`src/rtl/stage_memory_if.sv`:
```
// Bundle between the EX/MEM pipe, the memory stage and its single-port data memory.
// Optional MEM_STRIDE_EN adds the stride field.
interface stage_memory_if #(
    parameter int registerSize = 8,
    parameter int vectorSize   = 4,
    parameter int addrWidth    = 16
);
    logic                                    start;
    logic                                    memWrite;
    logic                                    memRead;
    logic                                    isVector;
    logic [addrWidth-1:0]                    baseAddr;
    logic [vectorSize-1:0][registerSize-1:0] storeData;
`ifdef MEM_STRIDE_EN
    logic [addrWidth-1:0]                    stride;
`endif
    logic [addrWidth-1:0]                    mem_addr;
    logic                                    mem_we;
    logic                                    mem_re;
    logic [registerSize-1:0]                 mem_wdata;
    logic [registerSize-1:0]                 mem_rdata;
    logic [vectorSize-1:0][registerSize-1:0] loadData;
    logic                                    done;
    logic                                    stall;

    modport master (
`ifdef MEM_STRIDE_EN
        output stride,
`endif
        output start, memWrite, memRead, isVector, baseAddr, storeData, mem_rdata,
        input  mem_addr, mem_we, mem_re, mem_wdata, loadData, done, stall
    );

    modport slave (
`ifdef MEM_STRIDE_EN
        input  stride,
`endif
        input  start, memWrite, memRead, isVector, baseAddr, storeData, mem_rdata,
        output mem_addr, mem_we, mem_re, mem_wdata, loadData, done, stall
    );
endinterface

```
`src/rtl/stage_memory.sv`:
```
// Memory stage: serializes scalar/vector loads and stores one lane per cycle onto a
// single-port data memory. Define MEM_STRIDE_EN for a per-op lane address stride.
module stage_memory #(
    parameter int registerSize = 8,
    parameter int vectorSize   = 4,
    parameter int addrWidth    = 16
) (
    input  logic             clk,
    input  logic             rst,
    stage_memory_if.slave    bus
);
    localparam int LW = (vectorSize > 1) ? $clog2(vectorSize) : 1;

    typedef enum logic [1:0] {IDLE, ACCESS, DRAIN, DONE} stateT;

    stateT                                   state;
    stateT                                   nextState;
    logic                                    opStore;
    logic                                    vecReg;
    logic [addrWidth-1:0]                    baseReg;
    logic [vectorSize-1:0][registerSize-1:0] storeReg;
    logic [vectorSize-1:0][registerSize-1:0] loadReg;
    logic [LW-1:0]                           laneCnt;
    logic [LW-1:0]                           lastLane;
    logic [LW-1:0]                           prevLane;
    logic                                    prevRead;
    logic [addrWidth-1:0]                    laneExt;
    logic [addrWidth-1:0]                    laneOff;

    logic accept;
    assign accept = (state == IDLE) && bus.start;

    assign lastLane = vecReg ? LW'(vectorSize - 1) : '0;
    assign laneExt  = {{(addrWidth-LW){1'b0}}, laneCnt};

`ifdef MEM_STRIDE_EN
    logic [addrWidth-1:0] strideReg;
    assign laneOff = laneExt * strideReg;
`else
    assign laneOff = laneExt;
`endif

    always_ff @(posedge clk) begin
        if (!rst) state <= IDLE;
        else      state <= nextState;
    end

    always_comb begin
        nextState     = state;
        bus.mem_addr  = '0;
        bus.mem_we    = 1'b0;
        bus.mem_re    = 1'b0;
        bus.mem_wdata = '0;
        bus.done      = 1'b0;
        bus.stall     = 1'b0;
        case (state)
            IDLE: begin
                bus.stall = bus.start;
                if (bus.start)
                    nextState = (bus.memWrite || bus.memRead) ? ACCESS : DONE;
            end
            ACCESS: begin
                bus.stall    = 1'b1;
                bus.mem_addr = baseReg + laneOff;
                if (opStore) begin
                    bus.mem_we    = 1'b1;
                    bus.mem_wdata = storeReg[laneCnt];
                end else begin
                    bus.mem_re = 1'b1;
                end
                if (laneCnt == lastLane)
                    nextState = opStore ? DONE : DRAIN;
            end
            DRAIN: begin
                bus.stall = 1'b1;
                nextState = DONE;
            end
            DONE: begin
                bus.done  = 1'b1;
                nextState = IDLE;
            end
            default: nextState = IDLE;
        endcase
    end

    // Read data for a lane returns one cycle after its access; prevLane remembers where it goes.
    always_ff @(posedge clk) begin
        if (!rst) begin
            opStore  <= 1'b0;
            vecReg   <= 1'b0;
            baseReg  <= '0;
            storeReg <= '0;
            loadReg  <= '0;
            laneCnt  <= '0;
            prevLane <= '0;
            prevRead <= 1'b0;
`ifdef MEM_STRIDE_EN
            strideReg <= '0;
`endif
        end else begin
            prevRead <= (state == ACCESS) && !opStore;
            prevLane <= laneCnt;
            if (prevRead)
                loadReg[prevLane] <= bus.mem_rdata;
            if (accept) begin
                opStore  <= bus.memWrite;
                vecReg   <= bus.isVector;
                baseReg  <= bus.baseAddr;
                storeReg <= bus.storeData;
                laneCnt  <= '0;
`ifdef MEM_STRIDE_EN
                strideReg <= bus.stride;
`endif
            end else if (state == ACCESS) begin
                laneCnt <= laneCnt + LW'(1);
            end
        end
    end

    assign bus.loadData = loadReg;
endmodule

```
`src/flat_wrapper.sv`:
```
// flat-port wrapper written by rule: the top's interface ports become plain ports
module stage_memory_flat 
#(
    parameter int registerSize = 8,
    parameter int vectorSize   = 4,
    parameter int addrWidth    = 16
)
  (clk, rst, bus_start, bus_memWrite, bus_memRead, bus_isVector, bus_baseAddr, bus_storeData, bus_mem_rdata, bus_mem_addr, bus_mem_we, bus_mem_re, bus_mem_wdata, bus_loadData, bus_done, bus_stall);
  stage_memory_if #(.registerSize(registerSize), .vectorSize(vectorSize), .addrWidth(addrWidth)) bus_i ();
  input  logic clk;
  input  logic rst;
  input wire logic [$bits(bus_i.start)-1:0] bus_start;
  input wire logic [$bits(bus_i.memWrite)-1:0] bus_memWrite;
  input wire logic [$bits(bus_i.memRead)-1:0] bus_memRead;
  input wire logic [$bits(bus_i.isVector)-1:0] bus_isVector;
  input wire logic [$bits(bus_i.baseAddr)-1:0] bus_baseAddr;
  input wire logic [$bits(bus_i.storeData)-1:0] bus_storeData;
  input wire logic [$bits(bus_i.mem_rdata)-1:0] bus_mem_rdata;
  output wire logic [$bits(bus_i.mem_addr)-1:0] bus_mem_addr;
  output wire logic [$bits(bus_i.mem_we)-1:0] bus_mem_we;
  output wire logic [$bits(bus_i.mem_re)-1:0] bus_mem_re;
  output wire logic [$bits(bus_i.mem_wdata)-1:0] bus_mem_wdata;
  output wire logic [$bits(bus_i.loadData)-1:0] bus_loadData;
  output wire logic [$bits(bus_i.done)-1:0] bus_done;
  output wire logic [$bits(bus_i.stall)-1:0] bus_stall;
  assign bus_i.start = bus_start;
  assign bus_i.memWrite = bus_memWrite;
  assign bus_i.memRead = bus_memRead;
  assign bus_i.isVector = bus_isVector;
  assign bus_i.baseAddr = bus_baseAddr;
  assign bus_i.storeData = bus_storeData;
  assign bus_i.mem_rdata = bus_mem_rdata;
  assign bus_mem_addr = bus_i.mem_addr;
  assign bus_mem_we = bus_i.mem_we;
  assign bus_mem_re = bus_i.mem_re;
  assign bus_mem_wdata = bus_i.mem_wdata;
  assign bus_loadData = bus_i.loadData;
  assign bus_done = bus_i.done;
  assign bus_stall = bus_i.stall;
  stage_memory #(.registerSize(registerSize), .vectorSize(vectorSize), .addrWidth(addrWidth)) u_core (.clk(clk), .rst(rst), .bus(bus_i));
endmodule
```
`config.mk`:
```
export PLATFORM = sky130hd
export DESIGN_NAME = stage_memory_flat
export DESIGN_NICKNAME = d
export VERILOG_FILES = /design/src/rtl/stage_memory_if.sv /design/src/rtl/stage_memory.sv /design/src/flat_wrapper.sv
export SDC_FILE = /design/constraint.sdc
export NUM_CORES = 1
export LEC_CHECK = 0
export CELL_PAD_IN_SITES_DETAIL_PLACEMENT = 0
export CELL_PAD_IN_SITES_GLOBAL_PLACEMENT = 1
export CORE_MARGIN = 4
export CORE_UTILIZATION = 34
export DETAILED_ROUTE_END_ITERATION = 8
export HOLD_SLACK_MARGIN = 0.1
export PLACE_DENSITY = 0.83
export REMOVE_ABC_BUFFERS = 1
export SKIP_CTS_REPAIR_TIMING = 1
export SYNTH_ARGS = -nofsm -noshare
export SYNTH_HDL_FRONTEND = slang
export SYNTH_SLANG_ARGS = --single-unit
```
`constraint.sdc`:
```
create_clock -name clk -period 2.6 [get_ports clk]
set_input_delay 0.65 -clock clk [delete_from_list [all_inputs] [get_ports clk]]
set_output_delay 0.65 -clock clk [all_outputs]
set_load 0.05 [all_outputs]
```
# Word level (Yosys, flattened, before mapping)
# Index checks and enable logic that the tools add are counted.
# word_totals
ff_bits	89
output_inout_bits	60
# classes
n_addsub	2
magnitude_cmp	3
n_eq_ne	6
muxes	20
n_bitwise	1
reduce_logical	9
# op_table
op	n
bitwise mux 32 bit	1
2-to-1 mux 8 bit	4
adder 16 x 2 -> 16 bit	1
binary-select mux 8 bit (select 2 bit)	1
demux 8 bit (select 2 bit)	1
2-to-1 mux 16 bit	1
2-to-1 mux 2 bit	4
one-hot mux 2 bit (4 select lines)	1
less-than comparator 2 x 3 -> 1 bit (second input constant)	2
2-to-1 mux 1 bit	6
equality test 2 bit (second input constant)	2
OR reduction 2 bit	2
logical AND 1 bit	3
adder 2 x 1 -> 2 bit (second input constant)	1
equality test 2 x 1 -> 1 bit (second input constant)	1
equality test 2 bit	1
>= comparator 2 x 1 -> 1 bit (second input constant)	1
logical NOT 2 bit	1
!= test 2 x 1 -> 1 bit (second input constant)	1
!= test 2 bit (second input constant)	1
one-hot mux 1 bit (2 select lines)	1
AND reduction 2 bit	1
logical NOT 1 bit	1
logical OR 1 bit	1
inverter 1 bit	1

# Logic depth before layout (Yosys ltp)
# depth
ltp_word	5
depth_mapped	7
ltp_nobuf	6

# Worst setup path before layout
# Ideal clock, no wire load.
# synth_timing
path_type	register -> output
startpoint	register u_core.baseReg[3]
endpoint	output bus_mem_addr[15]
arrival_ns	2.207
required_ns	1.950
setup_slack_ns	-0.257
path_stages_with_launch	6
cell_sequence	dfxtp_1 buf_2 nand4_1 or3_4 or4_1 a21boi_1
# synth_via
elab_chain_len	2
# synth_rtl
element	line	rtl
from (decl)	stage_memory.sv:20	logic [addrWidth-1:0] baseReg;
from (signal assigned)	stage_memory.sv:108	baseReg <= bus.baseAddr;
adder 16 x 2 -> 16 bit	stage_memory.sv:64	bus.mem_addr = baseReg + laneOff;
2-to-1 mux 16 bit	stage_memory.sv:56	case (state)
to (decl)	flat_wrapper.sv:19	output wire logic [$bits(bus_i.mem_addr)-1:0] bus_mem_addr;
# No other way between the ends.

# Worst setup path in the final report
# layout_timing
startpoint	register u_core.laneCnt[1]
endpoint	output bus_mem_addr[15]
# layout_via
elab_chain_len	2
# layout_rtl
element	line	rtl
from (decl)	stage_memory.sv:23	logic [LW-1:0] laneCnt;
from (signal assigned)	stage_memory.sv:115	laneCnt <= laneCnt + LW'(1);
adder 16 x 2 -> 16 bit	stage_memory.sv:64	
2-to-1 mux 16 bit	stage_memory.sv:56	
# No other way between the ends.

==> summary.md <==
The average instance in the mapped netlist occupies 8.66 um2. For this design the total switching power over the nets is 0.00159 W. The die covers 0.0132 mm2. 0 antenna diodes ended up in the layout.

The synthesized design contains 0 enable-type register cells. At the pin with the least slew margin, the transition time is 0.587 ns. The violation count after the first detailed-routing iteration came out at 192.

Of all flip-flops after synthesis, the portion carrying an async set or reset was 0%. Ranked by total cell area, the synthesized netlist is headed by sky130_fd_sc_hd__dfxtp_1 46%, sky130_fd_sc_hd__nand2_1 10%, sky130_fd_sc_hd__mux2i_1 8.8%. The logs give 4 for the number of detailed-route iterations in the first pass and 0 for the number of max-slew violations in the final report. The number of H-tree levels is 3.

The number of buffers inserted by port buffering was 121; the worst-case reg-to-reg path depth was 6. Compared with the post-synthesis result, the final layout area differs by 54.3%. The run gives 35.5% as the logic gate share of total power. The run gives 0.807 as the final weighted congestion in routability-driven placement.

The logs give 0.453 ns for the smallest hold slack and 447 for the synthesized instance count. The first global-routing pass estimated 16500 um of wire. The smallest clock period supported by the final layout is computed as 2.63 ns. In this run the worst hold path is classified as reg -> reg.

The tools report the final instance area as 0.00597 mm2. The worst setup path is captured at an output pin. At the later pin of the worst-skew pair, clock insertion delay measures 0.33 ns.

The hold violation total from the final report came out at 0. For this run, the total global-route usage over all layers was measured as 15.6%. The via count of the first global-routing pass is 3296, and the setup slack of the critical path after layout is -0.0302 ns. For the number of nets with antenna violations after detailed routing, the log shows 0. For this run, the number of Yosys warnings is 0. The run gives 0 as the number of antenna violations at the first check in global routing. The tools report the cell chosen for the clock root as sky130_fd_sc_hd__clkbuf_16. Cells fill 54.4% of the core in the end. The synthesized netlist occupies a cell area of 0.00387 mm2. The design internal power is 0.00308 W, and the core area is 0.0110 mm2. The final reports fail on negative setup slack. The tools report the largest buffer count on any clock path as 2. The run gives 0.00555 mm2 as the cell area after placement. Dominant register cell in the synthesized netlist: sky130_fd_sc_hd__dfxtp_1. The startpoint of the most critical setup path was u_core.laneCnt[1]. The synthesized design devotes to its leading area cell type 46.0% of total area.

Cell type contributing the most total cell area after synthesis: sky130_fd_sc_hd__dfxtp_1. The layout cell share with drive strength beyond 1 was 18.1%. The per-cell routed wire length is 14.3 um.

122 I/O pins were placed. For the net count of the finished layout, the log shows 638. The end of the worst register-to-register path is u_core.state[1]. Net switching is 34.1% of the power. Critical path class: reg -> out.

The clock-pin slew on the worst setup and hold paths is 0.07 ns. For this configuration, the core starts out at a cell density of 35.2%. The worst voltage drop across the vdd grid is 690 uV, and the sequential cell fraction of total power is 35.9%. The total wire length after detailed routing was 10200 um; the standby leakage power was 2.39 nW.

The run finished, with violations left. Timing would allow up to 380 MHz. In the routed layout, each cell is associated on average with a via count of 4.77. The number of clock buffers added by TritonCTS is 9. Startpoint type of the worst setup path: a register.

The die boundary height is 115 um. The power per standard cell area came out at 783 mW/mm2. Setup violation total in the final timing report: 1. Counting every sink on the clock net gives 89.

Timing endpoint of the critical path: bus_mem_addr[15]. Of all nets on the critical path, the largest fanout is 5. Setup repair after global routing could not meet its margin everywhere.

The total power of the final layout is 0.00468 W, and the clock network fraction of design power is 28.6%. Critical path data required time: 1.95 ns. TritonCTS built the clock tree.

The number of rows in the core area was 38. Entering global routing, the biggest net connects 51 pins. Dividing the final minimum period by the clock period gives 101%. The die is 115 um wide. The startpoint identified for the worst register-to-register timing path is u_core.laneCnt[1]. The HPWL after detailed placement is 7350 um.

Max-cap violations in this run came to 0. Data arrives at the worst endpoint at 1.98 ns. Across the routed clock network, the largest skew measured is 0.00893 ns. The tools report the portion of the post-synthesis area used by sequential elements as 46.0%. Headroom to the max-slew limit came out at 60.7%.

Across all layers, the routed design uses 3407 vias. The residual DRC count is 0, and the final global-route overflow total is 0. The number of flip-flops and latches in the synthesized netlist is 89. For flop-to-flop paths, the worst setup slack is 0.87 ns. The run gives 37 as the count of unique library cells instantiated by Yosys.
sequential cells by signal (all words and copies together), names as in the netlist:
signal               cells
u_core.prevRead          1
u_core.storeReg         32
u_core.opStore           1
u_core.baseReg          16
u_core.state             2
u_core.laneCnt           2
u_core.bus.loadData     32
u_core.prevLane          2
u_core.vecReg            1
metrics by stage:
stage | std cells | worst slack (ns) | TNS, ns
after floorplan | 416 | -0.537 | -2.17
after global placement | 696 | 0.163 | 0
after detailed placement | 696 | 0.150 | 0
after CTS | 712 | -0.203 | -1.20
after global routing | 714 | -0.103 | -0.346
final | 714 | -0.0302 | -0.0302
power by group through the flow:
stage	Clock [W]	Combinational, W	Sequential [W]
2_1_floorplan	0	0.000862	0.00178
3_3_place_gp	0	0.00162	0.00169
3_5_place_dp	0	0.00164	0.00170
4_1_cts	0.00138	0.00165	0.00167
5_1_grt	0.00143	0.00181	0.00170
6_report	0.00134	0.00166	0.00168
area by class of cell:
class                   instances  area (um2)
fillers                      1002        5010
flip-flops and latches         89        1790
clock inverters                 5        62.6
clock buffers                  11         253
multi-input cells             323        2030
well taps                     140         175
repair buffers                142        1640
inverters                       4        15.0
worst max-delay path, stage by stage, from the launching register on:
cell and delay (ns):
sky130_fd_sc_hd__dfxtp_4 0.36, sky130_fd_sc_hd__ha_4 0.26, sky130_fd_sc_hd__a21o_1 0.14, sky130_fd_sc_hd__nand2_2 0.09, sky130_fd_sc_hd__or4_4 0.50, sky130_fd_sc_hd__a21boi_4 0.16, sky130_fd_sc_hd__buf_12 0.15
cell usage in the layout (no fill, tap or decap), types with 2 or more instances in the layout:
cell and instances:
sky130_fd_sc_hd__a21oi_1 51, sky130_fd_sc_hd__and2_1 20, sky130_fd_sc_hd__and2_2 2, sky130_fd_sc_hd__and2_4 6, sky130_fd_sc_hd__buf_12 27, sky130_fd_sc_hd__buf_4 20, sky130_fd_sc_hd__clkbuf_16 9, sky130_fd_sc_hd__clkbuf_8 2
sky130_fd_sc_hd__clkdlybuf4s50_1 94, sky130_fd_sc_hd__clkinvlp_4 2, sky130_fd_sc_hd__dfxtp_1 81, sky130_fd_sc_hd__dfxtp_2 7, sky130_fd_sc_hd__ha_1 4, sky130_fd_sc_hd__inv_1 3, sky130_fd_sc_hd__mux2i_1 33, sky130_fd_sc_hd__mux4_2 8
sky130_fd_sc_hd__nand2_1 105, sky130_fd_sc_hd__nand2_2 3, sky130_fd_sc_hd__nand3_1 5, sky130_fd_sc_hd__nand3_2 2, sky130_fd_sc_hd__nand3b_1 2, sky130_fd_sc_hd__nand4_1 7, sky130_fd_sc_hd__nor2_1 38, sky130_fd_sc_hd__or3_1 2
sky130_fd_sc_hd__xnor2_1 10, sky130_fd_sc_hd__xor2_1 3
worst min-delay path by stage:
stage / from / end / slack, ns / cells after the start
finish: u_core.storeReg[13] / u_core.storeReg[13] / 0.45 / 2
global route: u_core.storeReg[19] / u_core.storeReg[19] / 0.47 / 2
CTS: u_core.storeReg[21] / u_core.storeReg[21] / 0.46 / 2
detailed placement: u_core.storeReg[21] / u_core.storeReg[21] / 0.45 / 2
global placement: u_core.storeReg[21] / u_core.storeReg[21] / 0.44 / 2
floorplan: u_core.storeReg[16] / u_core.storeReg[16] / 0.43 / 2
layer usage:
| metal | part of all wire [%] | GRT usage (%) | wire length (um) |
|---|---|---|---|
| met1 | 46 | 20.5 | 4680 |
| met2 | 48 | 25.7 | 4890 |
| met3 | 5.3 | 3.28 | 538 |
| met4 | 1.1 | 4.51 | 108 |
| met5 | 0 | 0 | 0 |
cell usage after synthesis (3+ instances only):
| cell | n |
|---|---|
| sky130_fd_sc_hd__clkbuf_1 | 24 |
| sky130_fd_sc_hd__mux2i_1 | 34 |
| sky130_fd_sc_hd__nand3_1 | 6 |
| sky130_fd_sc_hd__buf_1 | 5 |
| sky130_fd_sc_hd__a21oi_1 | 51 |
| sky130_fd_sc_hd__dfxtp_1 | 89 |
| sky130_fd_sc_hd__and2_1 | 28 |
| sky130_fd_sc_hd__nand4_1 | 7 |
| sky130_fd_sc_hd__xor2_1 | 3 |
| sky130_fd_sc_hd__nor2_1 | 38 |
| sky130_fd_sc_hd__mux4_2 | 8 |
| sky130_fd_sc_hd__xnor2_1 | 10 |
| sky130_fd_sc_hd__ha_1 | 6 |
| sky130_fd_sc_hd__nand2_1 | 108 |
| sky130_fd_sc_hd__inv_1 | 4 |
logic make-up (layout without fill, tap and decap cells):
family | count (synthesis) | count (layout) | share of synthesized area, %
AOI/OAI and AO/OA | 60 | 60 | 8.31
xor gates and xnor gates | 13 | 13 | 2.94
adders and majority gates | 7 | 7 | 2.46
buffers and inverters | 35 | 162 | 3.46
DFF | 89 | 89 | 46.0
muxes | 42 | 42 | 13.4
and+or+nand+nor | 201 | 201 | 23.3
Note: power is estimated with default switching activity, not from simulation.
